### src/rtl/ssd_pkg.sv
// Shared definitions for the seven-segment scan controller: active-high
// segment codes ({a,b,c,d,e,f,g}), converter state type and digit helpers.
package ssd_pkg;

  localparam logic [6:0] SEG_BLANK = 7'b0000000;
  localparam logic [6:0] SEG_DASH  = 7'b0000001;

  typedef enum logic [1:0] {
    CVT_IDLE,
    CVT_SHIFT,
    CVT_DONE
  } cvt_state_e;

  function automatic logic [6:0] seg_decode(input logic [3:0] nib);
    logic [6:0] code;
    case (nib)
      4'd0:    code = 7'b1111110;
      4'd1:    code = 7'b0110000;
      4'd2:    code = 7'b1101101;
      4'd3:    code = 7'b1111001;
      4'd4:    code = 7'b0110011;
      4'd5:    code = 7'b1011011;
      4'd6:    code = 7'b1011111;
      4'd7:    code = 7'b1110000;
      4'd8:    code = 7'b1111111;
      4'd9:    code = 7'b1111011;
      default: code = SEG_BLANK;
    endcase
    return code;
  endfunction

  // Double-dabble correction applied to each nibble before the shift.
  function automatic logic [3:0] dabble(input logic [3:0] nib);
    return (nib >= 4'd5) ? nib + 4'd3 : nib;
  endfunction

endpackage

### src/rtl/bin2bcd_seq.sv
// Sequential double-dabble converter: samples i_value when idle, produces
// NUM_DIGITS BCD nibbles, a sticky overflow flag and a one-cycle done strobe.
module bin2bcd_seq
  import ssd_pkg::*;
#(
  parameter int NUM_DIGITS = 8,
  parameter int VALUE_W    = 16
) (
  input  logic                    clk,
  input  logic                    reset_n,
  input  logic [VALUE_W-1:0]      i_value,
  output logic [4*NUM_DIGITS-1:0] o_bcd,
  output logic                    o_ovf,
  output logic                    o_done
);

  localparam int CNT_W = (VALUE_W > 1) ? $clog2(VALUE_W) : 1;
  localparam int BCD_W = 4 * NUM_DIGITS;

  cvt_state_e         r_state;
  logic [VALUE_W-1:0] r_shift;
  logic [BCD_W-1:0]   r_bcd;
  logic [CNT_W-1:0]   r_cnt;
  logic               r_ovf;
  logic [BCD_W-1:0]   w_adj;

  always_comb begin
    w_adj = r_bcd;
    for (int i = 0; i < NUM_DIGITS; i++)
      w_adj[4*i +: 4] = dabble(r_bcd[4*i +: 4]);
  end

  always_ff @(posedge clk or negedge reset_n) begin
    if (!reset_n) begin
      r_state <= CVT_IDLE;
      r_shift <= '0;
      r_bcd   <= '0;
      r_cnt   <= '0;
      r_ovf   <= 1'b0;
    end else begin
      case (r_state)
        CVT_IDLE: begin
          r_shift <= i_value;
          r_bcd   <= '0;
          r_ovf   <= 1'b0;
          r_cnt   <= CNT_W'(VALUE_W - 1);
          r_state <= CVT_SHIFT;
        end
        CVT_SHIFT: begin
          // A bit leaving the top nibble means the value needs more digits.
          {r_bcd, r_shift} <= {w_adj[BCD_W-2:0], r_shift, 1'b0};
          r_ovf <= r_ovf | w_adj[BCD_W-1];
          if (r_cnt == '0) r_state <= CVT_DONE;
          else             r_cnt   <= r_cnt - 1'b1;
        end
        CVT_DONE: r_state <= CVT_IDLE;
        default:  r_state <= CVT_IDLE;
      endcase
    end
  end

  assign o_bcd  = r_bcd;
  assign o_ovf  = r_ovf;
  assign o_done = (r_state == CVT_DONE);

endmodule

### src/rtl/ssd_scan_ctrl.sv
// N-digit multiplexed seven-segment driver with BCD conversion, DP mask,
// overflow dashes and output polarity. Option: LEADING_ZERO_BLANK_EN.
module ssd_scan_ctrl
  import ssd_pkg::*;
#(
  parameter int NUM_DIGITS  = 8,
  parameter int VALUE_W     = 16,
  parameter int REFRESH_DIV = 100000,
  parameter bit ACTIVE_LOW  = 1'b1
) (
  input  logic                  clk,
  input  logic                  reset_n,
  input  logic [VALUE_W-1:0]    value,
  input  logic [NUM_DIGITS-1:0] dp_mask,
  output logic [NUM_DIGITS-1:0] anode,
  output logic [6:0]            seg,
  output logic                  dp,
  output logic                  overflow
);

  localparam int PRE_W = $clog2(REFRESH_DIV);
  localparam int IDX_W = (NUM_DIGITS > 1) ? $clog2(NUM_DIGITS) : 1;
  localparam logic [NUM_DIGITS-1:0] ANODE_OFF = {NUM_DIGITS{ACTIVE_LOW}};
  localparam logic [6:0]            SEG_OFF   = {7{ACTIVE_LOW}};

  logic [4*NUM_DIGITS-1:0] w_bcd;
  logic                    w_cvt_ovf;
  logic                    w_done;

  logic [4*NUM_DIGITS-1:0] r_disp;
  logic                    r_ovf;
  logic [PRE_W-1:0]        r_pre;
  logic [IDX_W-1:0]        r_idx;

  logic                    w_tc;
  logic [IDX_W-1:0]        w_idx_nxt;
  logic [3:0]              w_nib;
  logic                    w_dp;
  logic                    w_show;
  logic [NUM_DIGITS-1:0]   w_lit;
  logic [NUM_DIGITS-1:0]   w_anode_ah;
  logic [6:0]              w_seg_ah;

  bin2bcd_seq #(
    .NUM_DIGITS (NUM_DIGITS),
    .VALUE_W    (VALUE_W)
  ) u_bin2bcd (
    .clk     (clk),
    .reset_n (reset_n),
    .i_value (value),
    .o_bcd   (w_bcd),
    .o_ovf   (w_cvt_ovf),
    .o_done  (w_done)
  );

`ifdef LEADING_ZERO_BLANK_EN
  logic w_seen;
  // Scan from the top digit down; digit 0 is always lit so zero shows '0'.
  always_comb begin
    w_seen = 1'b0;
    w_lit  = '0;
    for (int i = NUM_DIGITS - 1; i >= 0; i--) begin
      w_seen   = w_seen | (r_disp[4*i +: 4] != 4'd0) | (i == 0);
      w_lit[i] = w_seen;
    end
  end
`else
  assign w_lit = '1;
`endif

  always_comb begin
    w_tc = (r_pre == PRE_W'(REFRESH_DIV - 1));
    if (!w_tc)                                 w_idx_nxt = r_idx;
    else if (r_idx == IDX_W'(NUM_DIGITS - 1))  w_idx_nxt = '0;
    else                                       w_idx_nxt = r_idx + 1'b1;

    w_nib      = 4'd0;
    w_dp       = 1'b0;
    w_show     = 1'b0;
    w_anode_ah = '0;
    for (int i = 0; i < NUM_DIGITS; i++) begin
      if (w_idx_nxt == IDX_W'(i)) begin
        w_nib         = r_disp[4*i +: 4];
        w_dp          = dp_mask[i];
        w_show        = w_lit[i];
        w_anode_ah[i] = 1'b1;
      end
    end

    if (r_ovf)        w_seg_ah = SEG_DASH;
    else if (!w_show) w_seg_ah = SEG_BLANK;
    else              w_seg_ah = seg_decode(w_nib);
  end

  // Outputs are registered against the upcoming index so they switch on the advance edge.
  always_ff @(posedge clk or negedge reset_n) begin
    if (!reset_n) begin
      r_pre  <= '0;
      r_idx  <= '0;
      r_disp <= '0;
      r_ovf  <= 1'b0;
      anode  <= ANODE_OFF;
      seg    <= SEG_OFF;
      dp     <= ACTIVE_LOW;
    end else begin
      r_pre <= w_tc ? '0 : r_pre + 1'b1;
      r_idx <= w_idx_nxt;
      if (w_done) begin
        r_disp <= w_bcd;
        r_ovf  <= w_cvt_ovf;
      end
      anode <= w_anode_ah ^ ANODE_OFF;
      seg   <= w_seg_ah ^ SEG_OFF;
      dp    <= w_dp ^ ACTIVE_LOW;
    end
  end

  assign overflow = r_ovf;

endmodule

### config.mk
export PLATFORM = sky130hd
export DESIGN_NAME = ssd_scan_ctrl
export DESIGN_NICKNAME = d
export VERILOG_FILES = /design/src/rtl/ssd_pkg.sv /design/src/rtl/bin2bcd_seq.sv /design/src/rtl/ssd_scan_ctrl.sv
export SDC_FILE = /design/constraint.sdc
export NUM_CORES = 1
export LEC_CHECK = 0
export CAP_MARGIN = 40
export CORE_MARGIN = 10
export CORE_UTILIZATION = 51
export CTS_CLUSTER_SIZE = 20
export DETAILED_ROUTE_END_ITERATION = 8
export HOLD_SLACK_MARGIN = 0.02
export PLACE_DENSITY = 0.77
export RECOVER_POWER = 100
export SLEW_MARGIN = 10
export SYNTH_ARGS = -nofsm -noshare
export SYNTH_HDL_FRONTEND = slang
export SYNTH_HIERARCHICAL = 1
export SYNTH_SLANG_ARGS = --single-unit
export TNS_END_PERCENT = 10
### constraint.sdc
create_clock -name clk -period 6.4 [get_ports clk]
set_input_delay 1.92 -clock clk [delete_from_list [all_inputs] [get_ports clk]]
set_output_delay 1.92 -clock clk [all_outputs]
set_load 0.02 [all_outputs]
# Yosys cells after proc, flatten, opt, wreduce, memory -nomap -nowiden
# Memory sizes are Yosys's and may differ from the RTL's.
# Index checks and enable logic that the tools add are counted.
[word_totals] inputBits=26 out_inout_bits=17 ff_bits=124 rom_bits=112 memories=1
[classes] magnitude_cmp=8 n_reduce_logical=5 addsub=11 n_eq_ne=13 bitwise_logic=4 mux=51
[memory_table] name="(no name shown)" words=16 width=7 rd=1 rd_clocked_by_memory_dff=0 write_ports=0 line_no="ssd_pkg.sv:16" text="case (nib)"
[op_table] operator="$mux 4" n=17
[op_table] operator="$pmux 32 s2" n=1
[op_table] operator="$add 4x2->4 const B" n=8
[op_table] operator="$ge 4x3->1 const B" n=8
[op_table] operator="$pmux 16 s2" n=1
[op_table] operator="$mux 1" n=23
[op_table] operator="$add 17x1->17 const B" n=1
[op_table] operator="$eq 17x17->1 const B" n=1
[op_table] operator="$mux 17" n=1
[op_table] operator="$eq 3x3->1 const B" n=5
[op_table] operator="$mux 7" n=2
[op_table] operator="$not 8->8" n=1
[op_table] operator="$pmux 4 s2" n=1
[op_table] operator="$not 7->7" n=1
[op_table] operator="$eq 3x2->1 const B" n=2
[op_table] operator="$mux 3" n=2
[op_table] operator="$logic_not 4->1" n=1
[op_table] operator="$pmux 2 s2" n=1
[op_table] operator="$sub 4x1->4 const B" n=1
[op_table] operator="$add 3x1->3 const B" n=1
[op_table] operator="$eq 3x1->1 const B" n=1
[op_table] operator="$logic_not 3->1" n=1
[op_table] operator="$eq 2x1->1 const B" n=1
[op_table] operator="$eq 2x2->1 const B" n=1
[op_table] operator="other kinds (9)" n=9

# Longest topological paths before layout
# An unclocked memory read counts as a cell.
[depth] ltp_word=16 mapped_depth=15 ltp_nobuf=13

# Hierarchy
# The synthesis kept the hierarchy.
[modules_own_cells] module="ssd_scan_ctrl" n_inst=1 seq_area_each_um2=1746.7 area_per_inst_um2=3378.2 cells_per_inst=280
[modules_own_cells] module="bin2bcd_seq" n_inst=1 seq_area_each_um2=1376.3 area_per_inst_um2=3017.9 cells_per_inst=313

# Worst setup path before layout
# Ideal clock, no wire load.
[synth_path] path_type="reg2reg" from="register r_pre[0]" to="register seg[0]" path_stages_with_launch=16 n_path_buf=2 setup_slack_ns=3.456 synth_period_minus_slack_ns=2.944 t_arrival_ns=2.852 cell_sequence="dfrtp_1 > ha_1 > and4_4 > and4_4 > buf_8 > mux2i_4 > inv_4 > buf_2 > nand3_1 > o21ai_0 > o221ai_1 > o211a_1 > inv_1 > ha_1 > o31ai_1 > a21oi_1"
[synth_between] elab_chain_cells=15 word_cells_on_any_way=30 classes_between="8 x eq/ne; 19 x mux; 1 x bitwise; 1 x reduce/logical; 1 x memory"
[synth_lines] item="start: declaration" line_no="ssd_scan_ctrl.sv:32" text="logic [PRE_W-1:0] r_pre;"
[synth_lines] item="start signal: assignment" line_no="ssd_scan_ctrl.sv:106" text="r_pre <= w_tc ? '0 : r_pre + 1'b1;"
[synth_lines] item="$eq 17x17->1 (*)" line_no="ssd_scan_ctrl.sv:72" text="w_tc = (r_pre == PRE_W'(REFRESH_DIV - 1));"
[synth_lines] item="$mux 3 (*)" line_no="ssd_scan_ctrl.sv:73" text="if (!w_tc) w_idx_nxt = r_idx;"
[synth_lines] item="via w_idx_nxt[0]" line_no="ssd_scan_ctrl.sv:36" text="logic [IDX_W-1:0] w_idx_nxt;"
[synth_lines] item="$logic_not 3->1" line_no="ssd_scan_ctrl.sv:82" text="if (w_idx_nxt == IDX_W'(i)) begin"
[synth_lines] item="$mux 4 (8 in a row)" line_no="ssd_scan_ctrl.sv:82"
[synth_lines] item="$mem_v2 16x7"
[synth_lines] item="$mux 7 (*)" line_no="ssd_scan_ctrl.sv:91" text="else if (!w_show) w_seg_ah = SEG_BLANK;"
[synth_lines] item="$mux 7 (*)" line_no="ssd_scan_ctrl.sv:90" text="if (r_ovf) w_seg_ah = SEG_DASH;"
[synth_lines] item="$not 7->7 (no line) (*)"
[synth_lines] item="end signal: assignment" line_no="ssd_scan_ctrl.sv:113" text="seg <= w_seg_ah ^ SEG_OFF;"
[synth_lines] item="end: declaration" line_no="ssd_scan_ctrl.sv:16" text="output logic [6:0] seg,"
# Mark *: on every way through the listed nets, which the timed path passes. The rest lies on a longest branch.
# A chain may end at the register's enable or synchronous reset.

# Final worst setup path
[layout_path] from="register r_pre[0]" to="register seg[0]"
[layout_between] elab_chain_cells=15 word_cells_on_any_way=30 classes_between="8 x eq/ne; 19 x mux; 1 x bitwise; 1 x reduce/logical; 1 x memory"
[layout_lines] item="$eq 17x17->1 (*)" line_no="ssd_scan_ctrl.sv:72"
[layout_lines] item="$mux 3 (*)" line_no="ssd_scan_ctrl.sv:73"
[layout_lines] item="$logic_not 3->1" line_no="ssd_scan_ctrl.sv:82"
[layout_lines] item="$mux 4 (8 in a row)" line_no="ssd_scan_ctrl.sv:82"
[layout_lines] item="$mem_v2 16x7"
[layout_lines] item="$mux 7 (*)" line_no="ssd_scan_ctrl.sv:91"
[layout_lines] item="$mux 7 (*)" line_no="ssd_scan_ctrl.sv:90"
[layout_lines] item="$not 7->7 (no line) (*)"
# Mark *: on every way between the ends. The rest lies on a longest branch, timed or not.

==> results by stage <==
Final layout:
- The post-layout instance count excluding filler cells is a little over 800.
- Leaving out fill and tap cells, the most frequent cell in the layout is sky130_fd_sc_hd__dfrtp_1.
- The repair_antennas step left the layout with diodes totalling 0.
- Of the cells placed in the final design, the portion with a size suffix greater than 1 is 0.159.
- The synthesis-to-layout area growth is 16.4%.
- The library cells used most frequently in the layout, excluding fill and tap cells, are 107 x sky130_fd_sc_hd__dfrtp_1, 82 x sky130_fd_sc_hd__nand2_1, 48 x sky130_fd_sc_hd__o21ai_0.
- At the end of the flow, the number of nets in the layout was 685.

Placed design:
- Once placement completed, the tool counted placed cells totaling 783.
- Summed over all nets, the half-perimeter wirelength after detailed placement is 8940 µm.
- The count of buffers from port buffering is 42.
- The final RePlAce weighted congestion is just under 0.8.

CTS:
- After clock tree synthesis, the clock-pin slew on the worst setup and hold paths is 0.05 ns.
- The maximum buffer depth of the clock tree is 2.
- The post-CTS setup buffer count is 0.
- The H-tree was split into 4 levels.
- The clock tree root driver cell is sky130_fd_sc_hd__clkbuf_16.
- Once the clock tree was built, the resizer swapped 0 gates to a different size.
- The number of buffers added by the clock tree synthesis step is 17.
- Counting every sink on the clock net gives 124.
- TritonCTS built the clock tree.
- For the worst-skew pair, the clock arrives at the later sink with an insertion delay of around 0.4 ns.
- The number of buffers inserted for hold repair after clock tree synthesis is 0.

Die:
- The floorplan step set the die height to 132 µm.
- The die covers approximately 0.017 mm².
- The number of cell rows is 40.
- The top-level port count is 43.
- The initial utilization of the core area, before any placement, comes to 0.526.
- The core outline area is 0.0122 mm².
- The width of the die is 132 µm.

STA:
- Setup violations remaining at the end of the flow were counted as 0.
- The final worst clock skew is 0.00675 ns.
- The number of max-slew violations in the final report is 102.
- The final critical-path required period is 4.64 ns.
- The worst-case headroom to the max-slew limit is -0.425.
- The final hold violation count is 0.
- The transition at the pin with the smallest max-transition slack is 2.14 ns.
- Setup repair after global routing left no endpoint under its margin.
- In the finished design, the share of the clock period the worst path needs comes to 0.725.
- Static timing analysis puts the maximum clock frequency at 0.216 GHz.
- After routing, the total negative slack on setup checks comes to 0 ns.

Global route:
- After global routing the overflow that remains totals 0.
- The number of global-route vias before repair was 4,723.
- The overall global routing resource usage is 0.156.
- The number of antenna violations at the first check in global routing is 0.
- The maximum number of pins on one net before global-route repair is 86.
- The wire length of the first global-routing pass is roughly 23,000 µm.

Synthesis:
- Synthesis produced 593 cells.
- The summed instance area of the synthesized netlist is 0.00640 mm².
- The mean area per synthesized cell is 10.8 µm².
- The sequential share of the synthesized area is 0.488.
- The number of unique standard cell types used by synthesis is 68.
- When the netlist entered floorplanning its net count stood at 644.
- After synthesis the netlist holds a flip-flop and latch count of 124.
- The most used flip-flop cell after synthesis is sky130_fd_sc_hd__dfrtp_1.
- The Yosys step of the flow raised 6 warnings.
- The async set or reset register ratio after synthesis is 1.00.
- The number of enable flip-flop cells after synthesis is 0.

Job:
- The tool flagged a number of max-cap violations equal to 3.

Setup path:
- STA classifies the critical path endpoint as a flip-flop.
- The worst flop-to-flop path endpoint is seg[0].
- At the worst endpoint, the arrival time is 4.96 ns.
- The number of cells on the worst reg-to-reg path is 13.
- The largest fanout on the critical path is 21.
- The required time of the critical path is ~6.7 ns.
- The worst reg-to-reg setup slack is about 1.8 ns.
- In this run the worst setup path begins at r_pre[0].
- The critical path ends at seg[0].
- The worst register-to-register path begins at r_pre[0].
- The critical path in this run is classified as flip-flop to flip-flop.
- The type of origin of the critical path is a flip-flop.

Worst hold path:
- The worst hold path startpoint is u_bin2bcd/r_shift[4].
- The path class of the tightest hold or removal check is flip-flop to flip-flop.

Drt:
- The number of nets with antenna violations after detailed routing is 0.
- The number of DRC markers after the initial detailed-route iteration is 348.
- Dividing the detail-routed wire length by the instance count gives 16.0 µm.
- The DRC violation count after routing is 0.
- Detailed routing inserted a total of ~4,500 vias.
- The overall routed net length is 13,000 µm.
- The first-pass iteration count of the detailed router is 5.
- Using the TritonRoute via totals, the vias-per-cell ratio works out to 5.55.

Power:
- Power spread over the standard cell area amounts to approximately 320 mW/mm².
- The total power is 2360 µW.
- The analysis attributes to cell leakage a power of 0.00336 µW.
- VDD sags by at most 0.182 mV.

Status:
- The checks that failed: capacitance limit, slew limit.
- The flow ran to the end, but the final reports show violations.
[worst max-delay path, stage by stage, from the launching register on]
cell and delay, ns:
sky130_fd_sc_hd__dfrtp_1 0.39, sky130_fd_sc_hd__ha_1 0.22, sky130_fd_sc_hd__and4_1 0.28, sky130_fd_sc_hd__and4_1 0.76
sky130_fd_sc_hd__mux2i_4 0.66, sky130_fd_sc_hd__clkinvlp_2 0.68, sky130_fd_sc_hd__nand3_1 0.25, sky130_fd_sc_hd__o21ai_0 0.10
sky130_fd_sc_hd__o221ai_1 0.28, sky130_fd_sc_hd__o211a_1 0.27, sky130_fd_sc_hd__inv_1 0.09, sky130_fd_sc_hd__ha_1 0.22
sky130_fd_sc_hd__o31ai_1 0.26, sky130_fd_sc_hd__a21oi_1 0.06
[per-layer routing]
metal  global-route usage  up-vias  wire length (µm)
li1                     -     2160                 -
met1                0.198     2223              6080
met2                0.241      112              6150
met3               0.0473       22               591
met4               0.0686        0               206
met5                    0        -                 0
[worst min path at each step]
| stage | endpoint | slack [ns] | depth (start not counted) |
|---|---|---|---|
| after floorplan | overflow | 0.45 | 2 |
| after CTS | u_bin2bcd/r_shift[4] | 0.49 | 2 |
| after global routing | r_pre[8] | 0.51 | 1 |
| after global placement | u_bin2bcd/r_shift[5] | 0.47 | 2 |
| final | u_bin2bcd/r_shift[4] | 0.49 | 2 |
| after detailed placement | overflow | 0.47 | 2 |
[through the flow]
stage / instance area (µm²) / hold slack [ns] / setup slack (ns) / utilization
final: 7440 / 0.487 / 1.76 / 0.612
after floorplan: 6400 / 0.447 / 3.46 / -
after detailed placement: 6920 / 0.471 / 2.82 / 0.569
after CTS: 7510 / 0.493 / 2.82 / 0.617
after global placement: 6900 / 0.466 / 2.98 / 0.567
after global routing: 7440 / 0.506 / 1.28 / 0.612
[Yosys cell counts, drive strengths merged (2+ instances only)]
cell       n  area, µm²
a21oi     15       86.3
a22o       4       36.3
a22oi      7       62.6
a2bb2oi    7       61.3
a31oi      3       33.8
and4       3       31.3
buf       16        129
clkbuf     9       33.8
dfrtp    108       2700
dfstp     16        420
ha        25        313
inv       31        124
mux2      38        432
mux2i     32        358
nand2     82        308
nand2b    11       76.3
nand3     24        120
nand3b     2       15.0
nand4      6       37.5
nor2      29        111
nor2b      2       12.5
nor4b      2       30.0
o21ai     51        270
o21bai     4       30.0
o221ai     3       38.8
o31ai     12       90.1
or3        6       37.5
xnor2     12        105
xor2      14        123
[cell type report]
class / instances / area [µm²]
clock buffers: 24 / 482
clock inverters: 7 / 113
fillers: 987 / 4720
inverters: 31 / 123
multi-input cells: 413 / 2930
flip-flops and latches: 124 / 3120
well taps: 168 / 210
repair buffers: 47 / 457
[registers in the layout, summed over array words and instances, names as in the netlist]
signal / flops
r_disp: 32
u_bin2bcd/o_bcd: 32
r_pre: 17
u_bin2bcd/r_shift: 16
anode: 8
seg: 7
u_bin2bcd/r_cnt: 4
r_idx: 3
u_bin2bcd/r_state: 2
dp: 1
overflow: 1
u_bin2bcd/o_ovf: 1
[kinds of logic after synthesis]
group                    Yosys count  synth area share
multiplexers                      70             0.123
buffers and inverters             56            0.0448
flip-flops                       124             0.488
adder cells (fa/ha/maj)           25            0.0489
XOR/XNOR                          26            0.0356
AO/OA/AOI/OAI                    118             0.127
AND/OR/NAND/NOR                  174             0.132
[power by group]
group	switching [µW]	internal, µW	total [µW]
clock	325	639	963
combinational	215	205	420
sequential	79.1	896	975
total	619	1740	2360
No activity file was read; power rests on OpenSTA's default activity.
